[config.mk]
export PLATFORM = sky130hd
export DESIGN_NAME = rot_shift_arb
export DESIGN_NICKNAME = d
export VERILOG_FILES = /design/src/rtl/rot_shift_arb.sv
export SDC_FILE = /design/constraint.sdc
export NUM_CORES = 1
export LEC_CHECK = 0
export ABC_AREA = 1
export CAP_MARGIN = 5
export CORE_MARGIN = 8
export CORE_UTILIZATION = 35
export DETAILED_ROUTE_END_ITERATION = 8
export MAX_ROUTING_LAYER = met4
export PLACE_DENSITY = 0.64
export SLEW_MARGIN = 30
export SYNTH_ARGS = -nofsm -noshare
export SYNTH_HDL_FRONTEND = slang
export SYNTH_SLANG_ARGS = --single-unit
[constraint.sdc]
create_clock -name clk -period 3 [get_ports clk]
set_input_delay 0.6 -clock clk [delete_from_list [all_inputs] [get_ports clk]]
set_output_delay 0.6 -clock clk [all_outputs]
set_load 0.005 [all_outputs]
[src/rtl/rot_shift_arb.sv]
// rot_shift_arb: two-requester round-robin front end for a shared 32-bit
// rotate-right unit. ROR/ROL/SRL/SLL/SRA are derived from the single rotator
// by remapping the amount and masking. The result is registered behind a
// valid/ready response port.
// Optional feature macro: ROT_SHIFT_STICKY_EN adds rsp_sticky (OR of the bits
// shifted out by SRL/SRA).

module rot_shift_arb #(
  parameter int unsigned PRIO_INIT = 0
) (
  input  logic        clk,
  input  logic        rst_n,
  input  logic        req0_valid,
  output logic        req0_ready,
  input  logic [2:0]  req0_op,
  input  logic [31:0] req0_data,
  input  logic [4:0]  req0_amt,
  input  logic        req1_valid,
  output logic        req1_ready,
  input  logic [2:0]  req1_op,
  input  logic [31:0] req1_data,
  input  logic [4:0]  req1_amt,
  output logic        rsp_valid,
  input  logic        rsp_ready,
  output logic        rsp_id,
`ifdef ROT_SHIFT_STICKY_EN
  output logic        rsp_sticky,
`endif
  output logic [31:0] rsp_data
);

  localparam logic [2:0] OpRor = 3'b000;
  localparam logic [2:0] OpRol = 3'b001;
  localparam logic [2:0] OpSrl = 3'b010;
  localparam logic [2:0] OpSll = 3'b011;
  localparam logic [2:0] OpSra = 3'b100;

  logic        ptr_q;
  logic        rsp_valid_q;
  logic        rsp_id_q;
  logic [31:0] rsp_data_q;

  logic        grant0;
  logic        grant1;
  logic        can_load;
  logic        accept;
  logic        sel_id;
  logic [2:0]  sel_op;
  logic [31:0] sel_data;
  logic [4:0]  sel_amt;
  logic [4:0]  rot_amt;
  logic [63:0] rot_wide;
  logic [31:0] lps_r;
  logic [31:0] mask_r;
  logic [31:0] mask_l;
  logic [31:0] result;

  // Arbitration and handshake; readies are forced low while reset is asserted.
  always_comb begin
    grant0   = req0_valid && (!req1_valid || !ptr_q);
    grant1   = req1_valid && (!req0_valid || ptr_q);
    can_load = !rsp_valid_q || rsp_ready;
    req0_ready = rst_n && grant0 && can_load;
    req1_ready = rst_n && grant1 && can_load;
    accept   = req0_ready || req1_ready;
    sel_id   = grant1;
  end

  // Operand mux, amount remap and the shared rotator with op-specific masking.
  always_comb begin
    sel_op   = grant1 ? req1_op   : req0_op;
    sel_data = grant1 ? req1_data : req0_data;
    sel_amt  = grant1 ? req1_amt  : req0_amt;
    // Left-going ops rotate right by (32 - amt) mod 32.
    rot_amt  = ((sel_op == OpRol) || (sel_op == OpSll)) ? (5'd0 - sel_amt) : sel_amt;
    rot_wide = {sel_data, sel_data} >> rot_amt;
    lps_r    = rot_wide[31:0];
    mask_r   = 32'hFFFF_FFFF >> sel_amt;
    mask_l   = 32'hFFFF_FFFF << sel_amt;
    result   = sel_data;
    case (sel_op)
      OpRor, OpRol: result = lps_r;
      OpSrl:        result = lps_r & mask_r;
      OpSll:        result = lps_r & mask_l;
      OpSra:        result = (lps_r & mask_r) | (sel_data[31] ? ~mask_r : 32'h0);
      default:      result = sel_data;
    endcase
  end

  // Response register and priority pointer; the served requester loses the next conflict.
  always_ff @(posedge clk or negedge rst_n) begin
    if (!rst_n) begin
      ptr_q       <= PRIO_INIT[0];
      rsp_valid_q <= 1'b0;
      rsp_id_q    <= 1'b0;
      rsp_data_q  <= 32'h0;
    end else if (accept) begin
      ptr_q       <= ~sel_id;
      rsp_valid_q <= 1'b1;
      rsp_id_q    <= sel_id;
      rsp_data_q  <= result;
    end else if (rsp_ready) begin
      rsp_valid_q <= 1'b0;
    end
  end

`ifdef ROT_SHIFT_STICKY_EN
  logic sticky_d;
  logic sticky_q;

  // Sticky is the OR of the low amt bits dropped by right shifts.
  always_comb begin
    sticky_d = 1'b0;
    if ((sel_op == OpSrl) || (sel_op == OpSra)) begin
      sticky_d = |(sel_data & ~mask_l);
    end
  end

  // Sticky register loads alongside the result.
  always_ff @(posedge clk or negedge rst_n) begin
    if (!rst_n) begin
      sticky_q <= 1'b0;
    end else if (accept) begin
      sticky_q <= sticky_d;
    end
  end

  assign rsp_sticky = sticky_q;
`endif

  assign rsp_valid = rsp_valid_q;
  assign rsp_id    = rsp_id_q;
  assign rsp_data  = rsp_data_q;

endmodule
==> impl_metrics.toml <==
[outcome]
status = "completed"

[cts]
clkTransAtPathRegs_ps = 70
clock-root-buffer = "clkbuf_16"
hold_buffers = 0
cts-htree-levels = 2
ctsLongestPathBuffers = 2
clock-sinks = 35
cts_made_buffers = 5
clock_latency_ps = 300
cts_tree = "done"

[yosys]
synth.distinct_cells = 37
synth_edf_count = 0
ys_seq_area_share_pct = 14.7
ys_top_cells_by_count = "nand2_1 (468), nand3_1 (227), inv_1 (102)"
syn_avg_cell_area_sq_um = 5.25
synth-seq-cells = 35
synth_fp_nets = 1223
yosys_most_used_dff = "dfrtp_1"
syn-cell-area_sq_um = 5960
synth_area_leaders = "nand2_1 (29%), nand3_1 (19%), dfrtp_1 (15%)"
syn_inst = 1135
synth_area_leader_cell = "nand2_1"
synth_most_common_cell = "nand2_1"
async_flop_share_pct = 100
synth.top_cell.area_share_pct = 29.5
ys_warn_count = 0

[critical_path]
crit_required_ps = 3180
cp_max_fo = 6
endpoint_kind = "register"
arrival_ps = 3010
start_kind = "primary input"
critical_path_class = "primary input to register"

[routing]
ant_nets = 0
drtPass1Iterations = 5
vias_per_cell = 5.41
wire_per_inst_um = 20.2
finalWirelength_um = 33000
vias = 8864
first_iter_violations = 1036
drc = 0

[finish]
utilization_pct = 54.6
layout-drive-gt1-share_pct = 20.2
area_growth_pct = 52.6
n_fill_cell = 1756
layout.nets = 1502

[sta]
slew_headroom_pct = 66.9
maxSlewViolCount = 0
max_freq_mhz = 354
worst_clock_skew_ps = 12.7
hold_ws_ps = 82.3
hold_viol_final = 0
setup_viol = 0
finalCriticalPeriod_ps = 2830
fin_crit_sh_pct = 94.2
max_slew.worst_pin.slew_ps = 497

[grt]
grt_pass1_wl_um = 50100
overflow = 0
grt_pass1_vias = 8368
grt_max_degree = 57
antenna_found_initial = 2
grt.total_usage_pct = 31.0

[run]
drv_cap = 0

[pwr]
p_total_mw = 6.59
vdd_drop_max_v = 0.000430
p_per_area_nw_per_um2 = 725
leakage_nw = 4.81

[floorplan]
io_pins = 121
die-area_sq_um = 21500
die-height_um = 146
die_w_um = 146
fp-row-count = 47
initial_core_util_pct = 35.8
design.core.area_sq_um = 16600

[placed_design]
dp_hpwl_um = 27600
io_buffers = 120
place.gp.congestion = 1.06

[min_path]
hold_path.class = "primary input to asynchronous set/reset pin"
[worst paths after layout]
check                                to  slack, ps  depth (start not counted)        start
max                        rsp_data[29]        170                         17  req0_amt[0]
min                               ptr_q         80                          1        rst_n
max reg2reg                rsp_data[29]        310                         18        ptr_q
min reg2reg                      rsp_id        480                          2       rsp_id
max in group asynchronous  rsp_data[18]       2240                          2        rst_n
min in group clk                 rsp_id        480                          2       rsp_id
[power breakdown]
part	total (mW)	internal (mW)	switching, mW
Clock	0.563	0.311	0.251
Sequential	0.933	0.695	0.238
Combinational	5.09	2.16	2.93
Total	6.59	3.17	3.42
[registers in the layout (all words and copies together), names as in the netlist]
register,flops
rsp_valid,1
ptr_q,1
rsp_id,1
rsp_data,32
[layout make-up]
type	instances	area, sq um	area share (%)
clock buffers	5	125	1.38
flip-flops and latches	35	876	9.63
well taps	220	275	3.03
repair buffers	336	3030	33.3
clock inverters	3	23.8	0.261
diodes	2	5.00	0.0550
inverters	115	438	4.82
multi-input cells	921	4320	47.5
[kinds of logic after synthesis]
kind of cell	after synthesis	share of synthesized area (%)
compound gates	159	15.9
fa+ha+maj	3	0.630
simple gates	759	55.1
buf+inv	179	13.7
flops	35	14.7
[critical path: stages]
cell,delay [ps]
clkdlybuf4s50_1,440
nand3_1,90
nand2_1,80
ha_1,310
nand3b_1,210
nand2_4,150
buf_12,140
nand2_1,50
o21ai_1,90
buf_4,150
nand2_1,80
nand3_1,90
nand3_1,90
nand3_1,140
nand2_1,120
nand2_1,110
nand2_1,50
[stage by stage]
stage	std cells	TNS, ps	setup slack, ps	area [sq um]
after CTS	1633	0	84.9	9020
final	1637	0	174	9090
after global routing	1637	-1.75	-1.75	9090
after global placement	1623	-11300	-521	8830
after detailed placement	1623	-11890	-544	8830
after floorplan	1135	0	348	5960
[cells in the final DEF, fill, tap and decap left out, types with 24 or more instances in the layout]
| master | n |
|---|---|
| a21oi_1 | 36 |
| buf_4 | 198 |
| clkdlybuf4s50_1 | 117 |
| dfrtp_1 | 35 |
| inv_1 | 101 |
| nand2_1 | 466 |
| nand3_1 | 224 |
| nor2_1 | 24 |
| o21ai_0 | 43 |
| o21ai_1 | 37 |
[per-layer routing]
layer  wire length [um]  global-route usage (%)  vias up
li1                   -                       -     4276
met1              14000                    40.2     4027
met2              14500                    46.1      476
met3               2820                    4.64       85
met4               1700                    15.7        0
met5                  0                       -        -
[timing repair]
item | 4_1_cts | 5_1_grt
gates resized for setup | 9 | 8
gates cloned | 0 | 2
endpoints found under the setup margin | 25 | 18
setup buffers | 2 | 0
endpoints found under the hold margin | 0 | 0
pin swaps | 0 | 1
Note: power is estimated with default switching activity, not from simulation.
